--- src/rtl/link_monitor_pkg.sv ---
// Shared types and the granule helper for the multi-port LL/SC reservation tracker.
// Granules are carried at a fixed wide width and compared whole, so no bits are dropped.
package link_pkg;

    localparam int GMAX = 64;

    typedef logic [2:0]      port_idx_t;
    typedef logic [GMAX-1:0] gran_t;

    function automatic gran_t gran(input gran_t a, input int gb);
        return a >> gb;
    endfunction

endpackage

--- src/rtl/link_monitor_if.sv ---
// Per-port decode-side request bundle and the gated memory-side responses.
interface link_monitor_if #(
    parameter int BITS      = 32,
    parameter int NUM_PORTS = 2
);

    logic [NUM_PORTS-1:0]      load_link_;
    logic [NUM_PORTS-1:0]      check_link;
    logic [NUM_PORTS-1:0]      mem_rw_;
    logic [NUM_PORTS*BITS-1:0] addr;
    logic [NUM_PORTS-1:0]      use_mem_rw_;
    logic [NUM_PORTS-1:0]      sc_ok;
    logic [NUM_PORTS-1:0]      link_valid;

    modport master (
        output load_link_, check_link, mem_rw_, addr,
        input  use_mem_rw_, sc_ok, link_valid
    );

    modport slave (
        input  load_link_, check_link, mem_rw_, addr,
        output use_mem_rw_, sc_ok, link_valid
    );

endinterface

--- src/rtl/link_monitor_slot.sv ---
// One port's reservation: valid flag, reserved granule, saturating expiry counter
// and the same-cycle match against the port's current address.
module link_slot
    import link_pkg::*;
#(
    parameter int BITS         = 32,
    parameter int GRAN_BITS    = 2,
    parameter int LINK_TIMEOUT = 0
) (
    input  logic                      clk,
    input  logic                      rst_,
    input  logic                      ll_s,
    input  logic                      sc_s,
    input  logic                      kill_s,
    input  gran_t                     addr_gran_s,
    output logic                      link_valid_r,
    output logic [BITS-GRAN_BITS-1:0] link_gran_r,
    output logic                      match_s
);

    localparam int GW    = BITS - GRAN_BITS;
    localparam int CNT_W = (LINK_TIMEOUT > 0) ? $clog2(LINK_TIMEOUT + 1) : 1;
    localparam logic [CNT_W-1:0] CNT_LAST = CNT_W'((LINK_TIMEOUT > 0) ? LINK_TIMEOUT - 1 : 0);
    localparam logic [CNT_W-1:0] CNT_MAX  = {CNT_W{1'b1}};
    localparam logic [CNT_W-1:0] CNT_ONE  = CNT_W'(1);

    logic [CNT_W-1:0] cnt_r;
    logic             expire_s;

    assign expire_s = (LINK_TIMEOUT > 0) && link_valid_r && (cnt_r == CNT_LAST);
    assign match_s  = link_valid_r && (addr_gran_s == gran_t'(link_gran_r));

    // Reservation state: a new LL beats every clear; otherwise age the link while it is held.
    always_ff @(posedge clk or negedge rst_) begin
        if (!rst_) begin
            link_valid_r <= 1'b0;
            link_gran_r  <= {GW{1'b0}};
            cnt_r        <= {CNT_W{1'b0}};
        end else if (ll_s) begin
            link_valid_r <= 1'b1;
            link_gran_r  <= addr_gran_s[GW-1:0];
            cnt_r        <= {CNT_W{1'b0}};
        end else if (sc_s || kill_s || expire_s) begin
            link_valid_r <= 1'b0;
            cnt_r        <= {CNT_W{1'b0}};
        end else if (link_valid_r && (cnt_r != CNT_MAX)) begin
            cnt_r <= cnt_r + CNT_ONE;
        end
    end

endmodule

--- src/rtl/link_monitor.sv ---
// Multi-port LL/SC tracker: per-port slots plus the cross-port SC arbitration
// and the invalidate fan-out from every effective write.
module link_monitor
    import link_pkg::*;
#(
    parameter int BITS         = 32,
    parameter int NUM_PORTS    = 2,
    parameter int GRAN_BITS    = 2,
    parameter int LINK_TIMEOUT = 0
) (
    input logic           clk,
    input logic           rst_,
    link_monitor_if.slave bus
);

    localparam int GW = BITS - GRAN_BITS;

    gran_t                addr_gran_s [NUM_PORTS];
    logic [GW-1:0]        link_gran_r [NUM_PORTS];
    logic [NUM_PORTS-1:0] link_valid_r;
    logic [NUM_PORTS-1:0] match_s;
    logic [NUM_PORTS-1:0] ll_s;
    logic [NUM_PORTS-1:0] cand_s;
    logic [NUM_PORTS-1:0] lost_s;
    logic [NUM_PORTS-1:0] sc_ok_s;
    logic [NUM_PORTS-1:0] use_mem_rw_s;
    logic [NUM_PORTS-1:0] kill_s;

    assign ll_s   = ~bus.load_link_;
    // An asserted LL on the same port masks the SC entirely.
    assign cand_s = bus.check_link & bus.load_link_ & match_s;

    // Granule of each port's current effective address.
    always_comb begin
        for (int p = 0; p < NUM_PORTS; p++) begin
            addr_gran_s[p] = gran(gran_t'(bus.addr[p*BITS +: BITS]), GRAN_BITS);
        end
    end

    // SC arbitration (lowest index wins a shared granule), write gating and invalidate fan-out.
    always_comb begin
        lost_s       = {NUM_PORTS{1'b0}};
        use_mem_rw_s = {NUM_PORTS{1'b1}};
        kill_s       = {NUM_PORTS{1'b0}};
        for (int p = 0; p < NUM_PORTS; p++) begin
            for (int q = 0; q < NUM_PORTS; q++) begin
                lost_s[p] = lost_s[p] | ((q < p) && cand_s[q] &&
                                         (addr_gran_s[q] == addr_gran_s[p]));
            end
        end
        sc_ok_s = cand_s & ~lost_s;
        for (int p = 0; p < NUM_PORTS; p++) begin
            use_mem_rw_s[p] = bus.check_link[p] ? ~sc_ok_s[p] : bus.mem_rw_[p];
        end
        for (int p = 0; p < NUM_PORTS; p++) begin
            for (int q = 0; q < NUM_PORTS; q++) begin
                kill_s[p] = kill_s[p] | ((q != p) && !use_mem_rw_s[q] &&
                                         (addr_gran_s[q] == gran_t'(link_gran_r[p])));
            end
        end
    end

    for (genvar p = 0; p < NUM_PORTS; p++) begin : g_slot
        link_slot #(
            .BITS         (BITS),
            .GRAN_BITS    (GRAN_BITS),
            .LINK_TIMEOUT (LINK_TIMEOUT)
        ) u_slot (
            .clk          (clk),
            .rst_         (rst_),
            .ll_s         (ll_s[p]),
            .sc_s         (bus.check_link[p]),
            .kill_s       (kill_s[p]),
            .addr_gran_s  (addr_gran_s[p]),
            .link_valid_r (link_valid_r[p]),
            .link_gran_r  (link_gran_r[p]),
            .match_s      (match_s[p])
        );
    end

    assign bus.sc_ok       = sc_ok_s;
    assign bus.use_mem_rw_ = use_mem_rw_s;
    assign bus.link_valid  = link_valid_r;

endmodule

--- src/flat_wrapper.sv ---
// flat-port wrapper written by rule: the top's interface ports become plain ports
module link_monitor_flat import link_pkg::*;
#(
    parameter int BITS         = 32,
    parameter int NUM_PORTS    = 2,
    parameter int GRAN_BITS    = 2,
    parameter int LINK_TIMEOUT = 0
)
  (clk, rst_, bus_load_link_, bus_check_link, bus_mem_rw_, bus_addr, bus_use_mem_rw_, bus_sc_ok, bus_link_valid);
  link_monitor_if #(.BITS(BITS), .NUM_PORTS(NUM_PORTS)) bus_i ();
  input logic clk;
  input logic rst_;
  input wire logic [$bits(bus_i.load_link_)-1:0] bus_load_link_;
  input wire logic [$bits(bus_i.check_link)-1:0] bus_check_link;
  input wire logic [$bits(bus_i.mem_rw_)-1:0] bus_mem_rw_;
  input wire logic [$bits(bus_i.addr)-1:0] bus_addr;
  output wire logic [$bits(bus_i.use_mem_rw_)-1:0] bus_use_mem_rw_;
  output wire logic [$bits(bus_i.sc_ok)-1:0] bus_sc_ok;
  output wire logic [$bits(bus_i.link_valid)-1:0] bus_link_valid;
  assign bus_i.load_link_ = bus_load_link_;
  assign bus_i.check_link = bus_check_link;
  assign bus_i.mem_rw_ = bus_mem_rw_;
  assign bus_i.addr = bus_addr;
  assign bus_use_mem_rw_ = bus_i.use_mem_rw_;
  assign bus_sc_ok = bus_i.sc_ok;
  assign bus_link_valid = bus_i.link_valid;
  link_monitor #(.BITS(BITS), .NUM_PORTS(NUM_PORTS), .GRAN_BITS(GRAN_BITS), .LINK_TIMEOUT(LINK_TIMEOUT)) u_core (.clk(clk), .rst_(rst_), .bus(bus_i));
endmodule
--- config.mk ---
export PLATFORM = sky130hd
export DESIGN_NAME = link_monitor_flat
export DESIGN_NICKNAME = d
export VERILOG_FILES = /design/src/rtl/link_monitor_pkg.sv /design/src/rtl/link_monitor_if.sv /design/src/rtl/link_monitor_slot.sv /design/src/rtl/link_monitor.sv /design/src/flat_wrapper.sv
export SDC_FILE = /design/constraint.sdc
export NUM_CORES = 1
export LEC_CHECK = 0
export CORE_MARGIN = 3
export CORE_UTILIZATION = 30
export CTS_CLUSTER_DIAMETER = 100
export DETAILED_ROUTE_END_ITERATION = 7
export PLACE_DENSITY = 0.61
export SYNTH_ARGS = -nofsm -noshare
export SYNTH_HDL_FRONTEND = slang
export SYNTH_HIERARCHICAL = 1
export SYNTH_SLANG_ARGS = --single-unit
--- constraint.sdc ---
create_clock -name clk -period 2.9 [get_ports clk]
set_input_delay 0.58 -clock clk [delete_from_list [all_inputs] [get_ports clk]]
set_output_delay 0.58 -clock clk [all_outputs]
set_load 0.05 [all_outputs]
==> metrics.txt, run 1 <==
slowest cell on the critical path=or4_4; total iterations of the first detailed-routing run=4; remaining global-route overflow=0; element type at the critical path end=output pin; global-route wire length before repair=21.0 mm; cell-by-cell listing of the critical path=clkdlybuf4s15_2 -> xnor2_1 -> nand4_1 -> or4_4 -> nor3_4 -> and3_4 -> nand4_1 -> nor4_4 -> a21oi_4 -> nor2_4 -> buf_12; TNS Setup=-1.00 ns; DR vias=approximately 3,600; number of warning messages in the yosys log=6; quantity of hold-fixing buffers added after cts=0; post-synthesis area per instance=around 11 µm²; share of synthesized area spent on multiplexers=approximately 16%; number of I/O pins=between 70 and 80; final setup margin=-0.431 ns; type of origin of the critical path=input port; antenna violations before repair=0; Setup Viol. Count Final=4; final period utilization=115%; Worst Path Required=~2.3 ns; crit-path max FO=2; classification of the worst setup path=input port to output pin; P&R area growth vs syn=53.9%; min-delay worst type=input port to async pin; Worst Path Buf+Inv=2; wire per inst=between 15 and 20 µm; pin count of the biggest net entering global routing=38; Die Ht=approximately 120 µm; result of the run=complete, but fails checks; Post-Syn Instances=approximately 370; count of pins over their slew limit=0; area share of and/or/nand/nor cells after synthesis=13.8%; Detailed Route Iter0 Violations=roughly 210; Final Power=2.88 mW; largest family of logic cells by synthesized area=XOR/XNOR gates; Clock Pin Slew Worst Setup and Hold Paths=~0.050 ns; share of the yosys chip area belonging to registers=a little under two fifths; total area of multi-input combinational cells=2980 µm²; reported max-cap violation count=0; Final GP Congestion=0.921; fmax=300 MHz; Bufs on Longest Clock Path=2; Total Routed Length=roughly 13 mm; sum of net half-perimeters after detailed placement=roughly 10 mm; All-Layer GR Usage=17.4%; Post-route DRC=0; P per Cell Area=447 nW/µm²; num rows=between 40 and 50; number of antenna repair diodes=0; number of antenna-violating nets in the routed design=0; count of cell types in the netlist=25; Initial Utilization=31.2%; number of inserted filler cells in the final layout=1,305; final cell count without fillers=between 700 and 800; Synth Area in Compound Gates=0.776%; final critical delay including setup and external delays=about 3.3 ns; buffer type at the clock tree root=clkbuf_16; post-synthesis sequential element count=62; worst relative slew slack=between 50% and 60%; number of placed instances with taps included=about 760; smallest hold slack=0.289 ns; TritonCTS clock tree=done; fraction of layout cells with a size suffix above 1=32.8%; stage delay of the slowest cell on the critical path=about 0.56 ns; area share of xor/xnor cells in the synthesized design=31.3%; adder and majority cell fraction of the synthesized area=0%; average via count per standard cell=around 4.6; gate family responsible for the most delay along the worst path=simple AND/OR/NAND/NOR gates; later-pin clock latency in the skew report=around 0.33 ns; TritonCTS Buffers=9; data arrival at the endpoint of the critical path=~2.8 ns; Pleak=2.78 nW; setup repair after global routing missed its margin=true; layout net count=~670; H-tree levels=3; number of clock sinks=62; critical path's most frequent cell=nand4_1; count of buffers from port buffering=between 70 and 80; FF+latch area=1550 µm²; vias in the first global route=about 3,900; failing checks=negative setup slack; die width=roughly 120 µm; summed instance area of the synthesized netlist=4190 µm²; setup skew after layout=around 0.0087 ns; worst-case vdd ir drop=0.000230 V; number of hold-slack violations in the final timing report=0; core region area=between 10,000 and 15,000 µm²; die footprint=between 15,000 and 20,000 µm²; transition time of the tightest slew-check pin=about 0.68 ns
## cell usage after synthesis
cell	n	share of area, %
mux2_2	60	16
and3_4	1	0.27
nor2_2	1	0.15
or4_1	2	0.36
nor3_2	2	0.48
nor2_1	5	0.45
or4_4	1	0.27
xnor2_1	72	15
buf_2	4	0.48
nand3_1	2	0.24
o21ai_0	1	0.12
nor3_1	2	0.24
xor2_1	78	16
nor4b_2	2	0.72
dfrtp_1	62	37
conb_1	1	0.089
o21a_1	1	0.18
buf_1	2	0.18
nor4_2	7	2.1
nand4_1	27	4.0
a21oi_1	1	0.12
nor4_1	30	4.5
inv_1	2	0.18
a21o_1	2	0.36
nand2_1	1	0.089
## metal layers
metal | track usage [%] | routed length (µm) | part of all wire (%) | vias to the layer above
met5 | 0 | 0 | 0 | -
met4 | 5.16 | 194 | 1.5 | 0
met3 | 4.38 | 638 | 4.9 | 18
met2 | 28.5 | 6390 | 49 | 87
met1 | 22.8 | 5930 | 45 | 1723
li1 | - | - | - | 1722
## worst paths after layout
| path | slack [ns] | end | depth (start not counted) | start |
|---|---|---|---|---|
| setup / recovery | -0.43 | bus_use_mem_rw_[1] | 11 | bus_addr[17] |
| hold / removal | 0.29 | u_core/g_slot[0].u_slot/link_gran_r[13] | 1 | rst_ |
| setup reg to reg | 0.16 | u_core/g_slot[1].u_slot/link_valid_r | 11 | u_core/g_slot[0].u_slot/link_valid_r |
| hold reg to reg | 0.57 | u_core/g_slot[0].u_slot/link_gran_r[5] | 1 | u_core/g_slot[0].u_slot/link_gran_r[5] |
| max in group asynchronous | 1.94 | u_core/g_slot[0].u_slot/link_valid_r | 2 | rst_ |
| min in group clk | 0.57 | u_core/g_slot[0].u_slot/link_gran_r[5] | 1 | u_core/g_slot[0].u_slot/link_gran_r[5] |
## sequential cells by signal (all words and copies together), names as in the netlist
signal and count:
u_core/g_slot.u_slot/link_gran_r 60, u_core/g_slot.u_slot/link_valid_r 2
## where the power goes
group	leakage [nW]	switching, mW	internal (mW)
Sequential	0.722	0.0896	0.953
Clock	0.141	0.388	0.680
Combinational	1.92	0.364	0.410
Total	2.78	0.841	2.04
## what timing repair did
item	in CTS	in global routing
pin swaps	23	15
setup buffers	2	1
resized for setup	44	14
setup endpoints to repair	6	6
## per-stage QoR
| stage | utilization, % | setup WS, ns | cell area [µm²] |
|---|---|---|---|
| 2_1_floorplan | - | -0.284 | 4480 |
| 3_3_place_gp | 45.1 | -0.666 | 6070 |
| 3_5_place_dp | 45.1 | -0.709 | 6070 |
| 4_1_cts | 47.5 | -0.524 | 6390 |
| 5_1_grt | 48.0 | -0.563 | 6450 |
| 6_report | 48.0 | -0.431 | 6450 |
## layout by cell type (no fill, tap or decap), types with 3 or more instances in the layout
| master | instances |
|---|---|
| clkdlybuf4s50_1 | 42 |
| buf_4 | 83 |
| xor2_1 | 78 |
| dfrtp_1 | 61 |
| buf_2 | 4 |
| nor4_1 | 22 |
| dlygate4sd2_1 | 18 |
| nor2_1 | 4 |
| mux2_2 | 60 |
| clkbuf_16 | 9 |
| conb_1 | 68 |
| buf_12 | 4 |
| or4_4 | 3 |
| xnor2_1 | 71 |
| nor4_2 | 14 |
| nand4_1 | 27 |
| dlymetal6s2s_1 | 4 |
## logic make-up (layout without fill, tap and decap cells)
family / after synthesis / in the layout
xor+xnor: 150 / 150
mux: 60 / 60
compound gates: 5 / 5
buf+inv: 8 / 176
simple gates: 83 / 83
other cells: 1 / 68
flops: 62 / 62
## layout make-up
| class | count | area share [%] |
|---|---|---|
| Clock buffer | 11 | 3.76 |
| Clock inverter | 4 | 0.737 |
| Inverter | 2 | 0.116 |
| Multi-Input combinational cell | 366 | 46.2 |
| Sequential cell | 62 | 24.1 |
| Tap cell | 176 | 3.41 |
| Timing Repair Buffer | 159 | 21.7 |
Power figures use the tool's default switching activity.
==> run 2: changes to the inputs <==
--- a/config.mk
+++ b/config.mk
@@ -6,10 +6,11 @@
 export NUM_CORES = 1
 export LEC_CHECK = 0
 export CORE_MARGIN = 3
-export CORE_UTILIZATION = 30
+export CORE_UTILIZATION = 37
+export CTS_BUF_LIST = sky130_fd_sc_hd__clkbuf_16
 export CTS_CLUSTER_DIAMETER = 100
 export DETAILED_ROUTE_END_ITERATION = 7
-export PLACE_DENSITY = 0.61
+export PLACE_DENSITY = 0.7
 export SYNTH_ARGS = -nofsm -noshare
 export SYNTH_HDL_FRONTEND = slang
 export SYNTH_HIERARCHICAL = 1
==> run 2 against run 1 <==
The run still ends with negative setup slack left. Sequential cell count unchanged. Maximum frequency up 1.0%. Routed wire length down 2.0%. Hold slack worse by 0.14 ns.
==> metrics.txt, run 2 (synthesized netlist as in run 1, its figures left out) <==
result of the run=complete, but fails checks; failing checks=negative setup slack; fraction of layout cells with a size suffix above 1=32.2%; number of inserted filler cells in the final layout=roughly 930; slowest cell on the critical path=nor4_2; worst relative slew slack=between 60 and 70%; sequential share of power=36.9%; pin count of the biggest net entering global routing=28; core region area=10,900 µm²; Total Routed Length=approximately 13 mm; num rows=38; layout net count=between 600 and 700; buffer type at the clock tree root=clkbuf_16; global-route wire length before repair=around 20 mm; number of I/O pins=between 70 and 80; H-tree levels=3; die width=between 100 and 150 µm; TritonCTS Buffers=9; Pleak=around 2.8 nW; most frequent standard cell in the layout excluding fill and tap cells=buf_4; final setup margin=-0.398 ns; fmax=303 MHz; Clock Pin Slew Worst Setup and Hold Paths=0.05 ns; Switching Share=29.2%; Crit Reg-Reg Endpoint=u_core/g_slot[1].u_slot/link_valid_r; sum of net half-perimeters after detailed placement=~10 mm; Final Power=2.83 mW; critical path's most frequent cell=nand4_1; classification of the worst setup path=input port to output pin; reported max-cap violation count=0; stage delay of the slowest cell on the critical path=between 0.3 and 0.4 ns; All-Layer GR Usage=20.8%; setup repair after global routing missed its margin=true; total iterations of the first detailed-routing run=4; average via count per standard cell=around 4.9; count of pins over their slew limit=0; Clock power frac=between 30% and 40%; P per Cell Area=around 450 nW/µm²; start of the worst register-to-register path=u_core/g_slot[0].u_slot/link_gran_r[28]; Post-route DRC=0; flip-flop count of the largest register after layout=60; switching power=approximately 830 µW; Initial Utilization=around two fifths; setup skew after layout=approximately 0.0044 ns; crit-path max FO=2; Worst Path Required=2.32 ns; P&R area growth vs syn=51.4%; antenna violations before repair=0; Detailed Route Iter0 Violations=180; reg2reg setup slack=about 0.16 ns; TNS Setup=-0.821 ns; register with the most flip-flops=u_core/g_slot.u_slot/link_gran_r; type of origin of the critical path=input port; Die Ht=between 100 and 150 µm; count of buffers from port buffering=73; quantity of hold-fixing buffers added after cts=0; registers with the highest flip-flop counts=u_core/g_slot.u_slot/link_gran_r x60, u_core/g_slot.u_slot/link_valid_r x2; final cell count without fillers=about 750; final critical delay including setup and external delays=~3.3 ns; wire per inst=about 17 µm; number of clock sinks=just over 60; Worst Reg2Reg Path Length in Cells=11; die footprint=12,600 µm²; total area of multi-input combinational cells=2950 µm²; DR vias=3,658; final period utilization=114%; cell-by-cell listing of the critical path=clkdlybuf4s15_1 -> xor2_1 -> nor4_2 -> nand4_1 -> nor3_2 -> and3_4 -> nand4_1 -> nor4_4 -> a21oi_4 -> nor2_4 -> buf_12; number of hold-slack violations in the final timing report=0; number of antenna repair diodes=0; min-delay worst type=input port to async pin; number of antenna-violating nets in the routed design=0; Cell Int Power=approximately 2.0 mW; most frequent cells in the layout=buf_4 (87), xor2_1 (78), xnor2_1 (72); element type at the critical path end=output pin; transition time of the tightest slew-check pin=between 0.5 and 0.6 ns; worst-case vdd ir drop=about 0.00028 V; Setup Viol. Count Final=3; smallest hold slack=between 0.1 and 0.15 ns; Bufs on Longest Clock Path=2; data arrival at the endpoint of the critical path=approximately 2.7 ns; later-pin clock latency in the skew report=0.32 ns; Final GP Congestion=approximately 0.90; remaining global-route overflow=0; Comb pwr share=~27%; TritonCTS clock tree=done; FF+latch area=1550 µm²; vias in the first global route=roughly 4,000; number of placed instances with taps included=roughly 730
run 2: changes by cell type in the layout (fill, tap and decap cells not counted), sizes merged:
cell,before,now
dlymetal6s2s,4,9
clkbuf,11,10
buf,94,96
clkinv,2,5
clkdlybuf4s15,1,6
dlygate4sd2,18,11
inv,2,3
clkinvlp,1,0
clkdlybuf4s50,42,37
run 2: power groups by stage:
stage	clock network [mW]	logic [mW]	registers (mW)
2_1_floorplan	0	0.361	1.05
3_3_place_gp	0	0.736	1.05
3_5_place_dp	0	0.747	1.06
4_1_cts	1.05	0.751	1.04
5_1_grt	1.09	0.815	1.05
6_report	1.03	0.760	1.04
run 2: routing by layer:
| layer | up-vias | track usage, % | wire, µm |
|---|---|---|---|
| li1 | 1718 | - | - |
| met1 | 1781 | 26.2 | 5450 |
| met2 | 127 | 35.3 | 6250 |
| met3 | 32 | 4.47 | 765 |
| met4 | 0 | 7.13 | 418 |
| met5 | - | 0 | 0 |
run 2: cell type report:
class                           count  share of cell area [%]
Clock buffer                        9                    3.55
Clock inverter                      7                   0.887
Inverter                            2                   0.118
Multi-Input combinational cell    366                    46.4
Sequential cell                    62                    24.5
Tap cell                          140                    2.76
Timing Repair Buffer              160                    21.8
run 2: how the worst max path moves through the flow:
stage	start	to	cells past startpoint
global route	u_core/g_slot[0].u_slot/link_gran_r[15]	bus_use_mem_rw_[1]	10
floorplan	bus_addr[22]	bus_use_mem_rw_[1]	9
finish	bus_addr[2]	bus_use_mem_rw_[1]	11
global placement	bus_addr[30]	bus_use_mem_rw_[1]	11
CTS	u_core/g_slot[0].u_slot/link_valid_r	bus_use_mem_rw_[1]	10
detailed placement	bus_addr[17]	bus_use_mem_rw_[1]	11
run 2: critical path, delay by kind of cell:
family / cells / cell delay, ns
AO/OA/AOI/OAI: 1 / 0.13
AND/OR/NAND/NOR: 7 / 1.46
buffers and inverters: 2 / 0.36
XOR/XNOR: 1 / 0.18
run 2: timing repair:
action / 4_1_cts / 5_1_grt
setup buffers: 1 / 1
pin swaps: 20 / 24
endpoints found under the setup margin: 6 / 6
gates resized for setup: 40 / 22
run 2: per-stage QoR:
step / worst slack [ns] / cell area [µm²] / utilization (%)
final: -0.398 / 6350 / 58.1
after detailed placement: -0.738 / 6010 / 54.9
after global routing: -0.451 / 6350 / 58.1
after global placement: -0.674 / 6010 / 54.9
after floorplan: -0.284 / 4480 / -
after CTS: -0.511 / 6290 / 57.5
==> run 3: changes to the inputs <==
--- a/config.mk
+++ b/config.mk
@@ -11,6 +11,7 @@
 export CTS_CLUSTER_DIAMETER = 100
 export DETAILED_ROUTE_END_ITERATION = 7
 export PLACE_DENSITY = 0.7
+export RECOVER_POWER = 50
 export SYNTH_ARGS = -nofsm -noshare
 export SYNTH_HDL_FRONTEND = slang
 export SYNTH_HIERARCHICAL = 1
==> run 3 against run 2 <==
The flow finishes with violations (max-capacitance violations, negative setup slack). Largest power group unchanged. Die area did not move. Sequential share of layout area barely moved. Highest routed layer unchanged. Largest cell class unchanged. Global-route usage did not move. Hold slack improved by 0.16 ns. Via count barely moved. Final area fell by 0.20%.
==> metrics.txt, run 3 (synthesized netlist as in run 1, its figures left out) <==
registers with the highest flip-flop counts=u_core/g_slot.u_slot/link_gran_r x60, u_core/g_slot.u_slot/link_valid_r x2; Total Routed Length=~13 mm; Die Ht=between 100 and 150 µm; transition time of the tightest slew-check pin=around 1.5 ns; crit-path max FO=2; cell-by-cell listing of the critical path=clkdlybuf4s15_1 -> xor2_1 -> nor4_2 -> nand4_1 -> nor3_2 -> and3_4 -> nand4_1 -> nor4_4 -> a21oi_4 -> nor2_4 -> buf_12; TritonCTS clock tree=done; Worst Path Required=2.32 ns; core region area=~11,000 µm²; classification of the worst setup path=input port to output pin; Clock Pin Slew Worst Setup and Hold Paths=approximately 0.050 ns; Post-route DRC=0; worst-case vdd ir drop=roughly 0.00029 V; vias in the first global route=slightly below 4,000; pin count of the biggest net entering global routing=28; setup skew after layout=roughly 0.0045 ns; TritonCTS Buffers=9; remaining global-route overflow=0; total area of multi-input combinational cells=2950 µm²; count of buffers from port buffering=73; average via count per standard cell=between 4 and 5; number of I/O pins=78; flip-flop count of the largest register after layout=60; worst relative slew slack=0.251%; TNS Setup=-0.772 ns; setup repair after global routing missed its margin=true; Setup Viol. Count Final=3; stage delay of the slowest cell on the critical path=just under 0.4 ns; most frequent cells in the layout=buf_4 (84), xor2_1 (78), xnor2_1 (72); element type at the critical path end=output pin; number of antenna-violating nets in the routed design=0; Crit Reg-Reg Endpoint=u_core/g_slot[1].u_slot/link_valid_r; data arrival at the endpoint of the critical path=around 2.7 ns; slowest cell on the critical path=nor4_2; Bufs on Longest Clock Path=2; Final GP Congestion=around 0.9; H-tree levels=3; global-route wire length before repair=20.2 mm; total iterations of the first detailed-routing run=5; gate family responsible for the most delay along the worst path=simple AND/OR/NAND/NOR gates; critical path's most frequent cell=nand4_1; Initial Utilization=a little under two fifths; buffer type at the clock tree root=clkbuf_16; min-delay worst type=input port to async pin; failing checks=max-capacitance violations, negative setup slack; final period utilization=113%; Detailed Route Iter0 Violations=184; DR vias=approximately 3,700; P&R area growth vs syn=51.1%; die footprint=between 10,000 and 15,000 µm²; number of inserted filler cells in the final layout=roughly 930; layout net count=around 670; sum of net half-perimeters after detailed placement=slightly above 10 mm; All-Layer GR Usage=20.8%; most frequent standard cell in the layout excluding fill and tap cells=buf_4; count of pins over their slew limit=0; number of hold-slack violations in the final timing report=0; fmax=roughly 300 MHz; final critical delay including setup and external delays=roughly 3.3 ns; reg2reg setup slack=0.17 ns; antenna violations before repair=0; Worst Reg2Reg Path Length in Cells=11; fraction of layout cells with a size suffix above 1=31.5%; reported max-cap violation count=1; result of the run=complete, but fails checks; later-pin clock latency in the skew report=0.33 ns; final setup margin=-0.370 ns; FF+latch area=roughly 1600 µm²; number of antenna repair diodes=0; wire per inst=~17 µm; die width=between 100 and 150 µm; quantity of hold-fixing buffers added after cts=0; type of origin of the critical path=input port; pre-CTS setup slack=-0.738 ns; startpoint of the most critical setup path=bus_addr[2]; start of the worst register-to-register path=u_core/g_slot[0].u_slot/link_gran_r[15]; register with the most flip-flops=u_core/g_slot.u_slot/link_gran_r; num rows=38; Worst Path Buf+Inv=2; Pleak=2.78 nW; P per Cell Area=447 nW/µm²; number of clock sinks=62
[run 3: cell types whose count changed in the layout (fill, tap and decap cells not counted), sizes merged]
cell,before,now
buf,96,92
clkbuf,10,14
[run 3: power breakdown]
part	leakage, nW	internal [mW]	switching (mW)	total [mW]
logic	1.91	0.399	0.359	0.758
clock network	0.145	0.651	0.383	1.03
registers	0.722	0.953	0.0901	1.04
[run 3: routing by layer]
metal | part of all wire (%) | wire length (µm) | track usage (%) | vias up
met1 | 42 | 5370 | 26.2 | 1772
li1 | - | - | - | 1720
met5 | 0 | 0 | 0 | -
met3 | 6.9 | 889 | 4.47 | 35
met2 | 48 | 6210 | 35.3 | 133
met4 | 3.4 | 441 | 7.13 | 0
[run 3: layout make-up]
type                    instances  share of cell area, %
repair buffers                160                   21.7
well taps                     140                   2.76
multi-input cells             366                   46.5
clock buffers                   9                   3.55
inverters                       2                  0.118
clock inverters                 7                  0.889
flip-flops and latches         62                   24.5
[run 3: stage by stage]
step	util, %	hold slack [ns]	area, µm²	std cells	total power, mW
2_1_floorplan	-	0.284	4480	436	1.41
3_3_place_gp	54.9	0.492	6010	728	1.79
3_5_place_dp	54.9	0.500	6010	728	1.80
4_1_cts	57.5	0.148	6290	745	2.85
5_1_grt	57.9	0.363	6340	746	2.95
6_report	57.9	0.311	6340	746	2.83
[run 3: worst max-delay path by stage]
| stage | end | cells after the start |
|---|---|---|
| after floorplan | bus_use_mem_rw_[1] | 9 |
| after global placement | bus_use_mem_rw_[1] | 11 |
| after detailed placement | bus_use_mem_rw_[1] | 11 |
| after CTS | bus_use_mem_rw_[1] | 10 |
| after global routing | bus_use_mem_rw_[1] | 10 |
| final | bus_use_mem_rw_[1] | 11 |
[run 3: repair_timing]
action,in CTS,in global routing
pin swaps,20,24
cloned,0,0
setup buffers,1,1
setup endpoints to repair,6,6
gates resized for setup,40,22
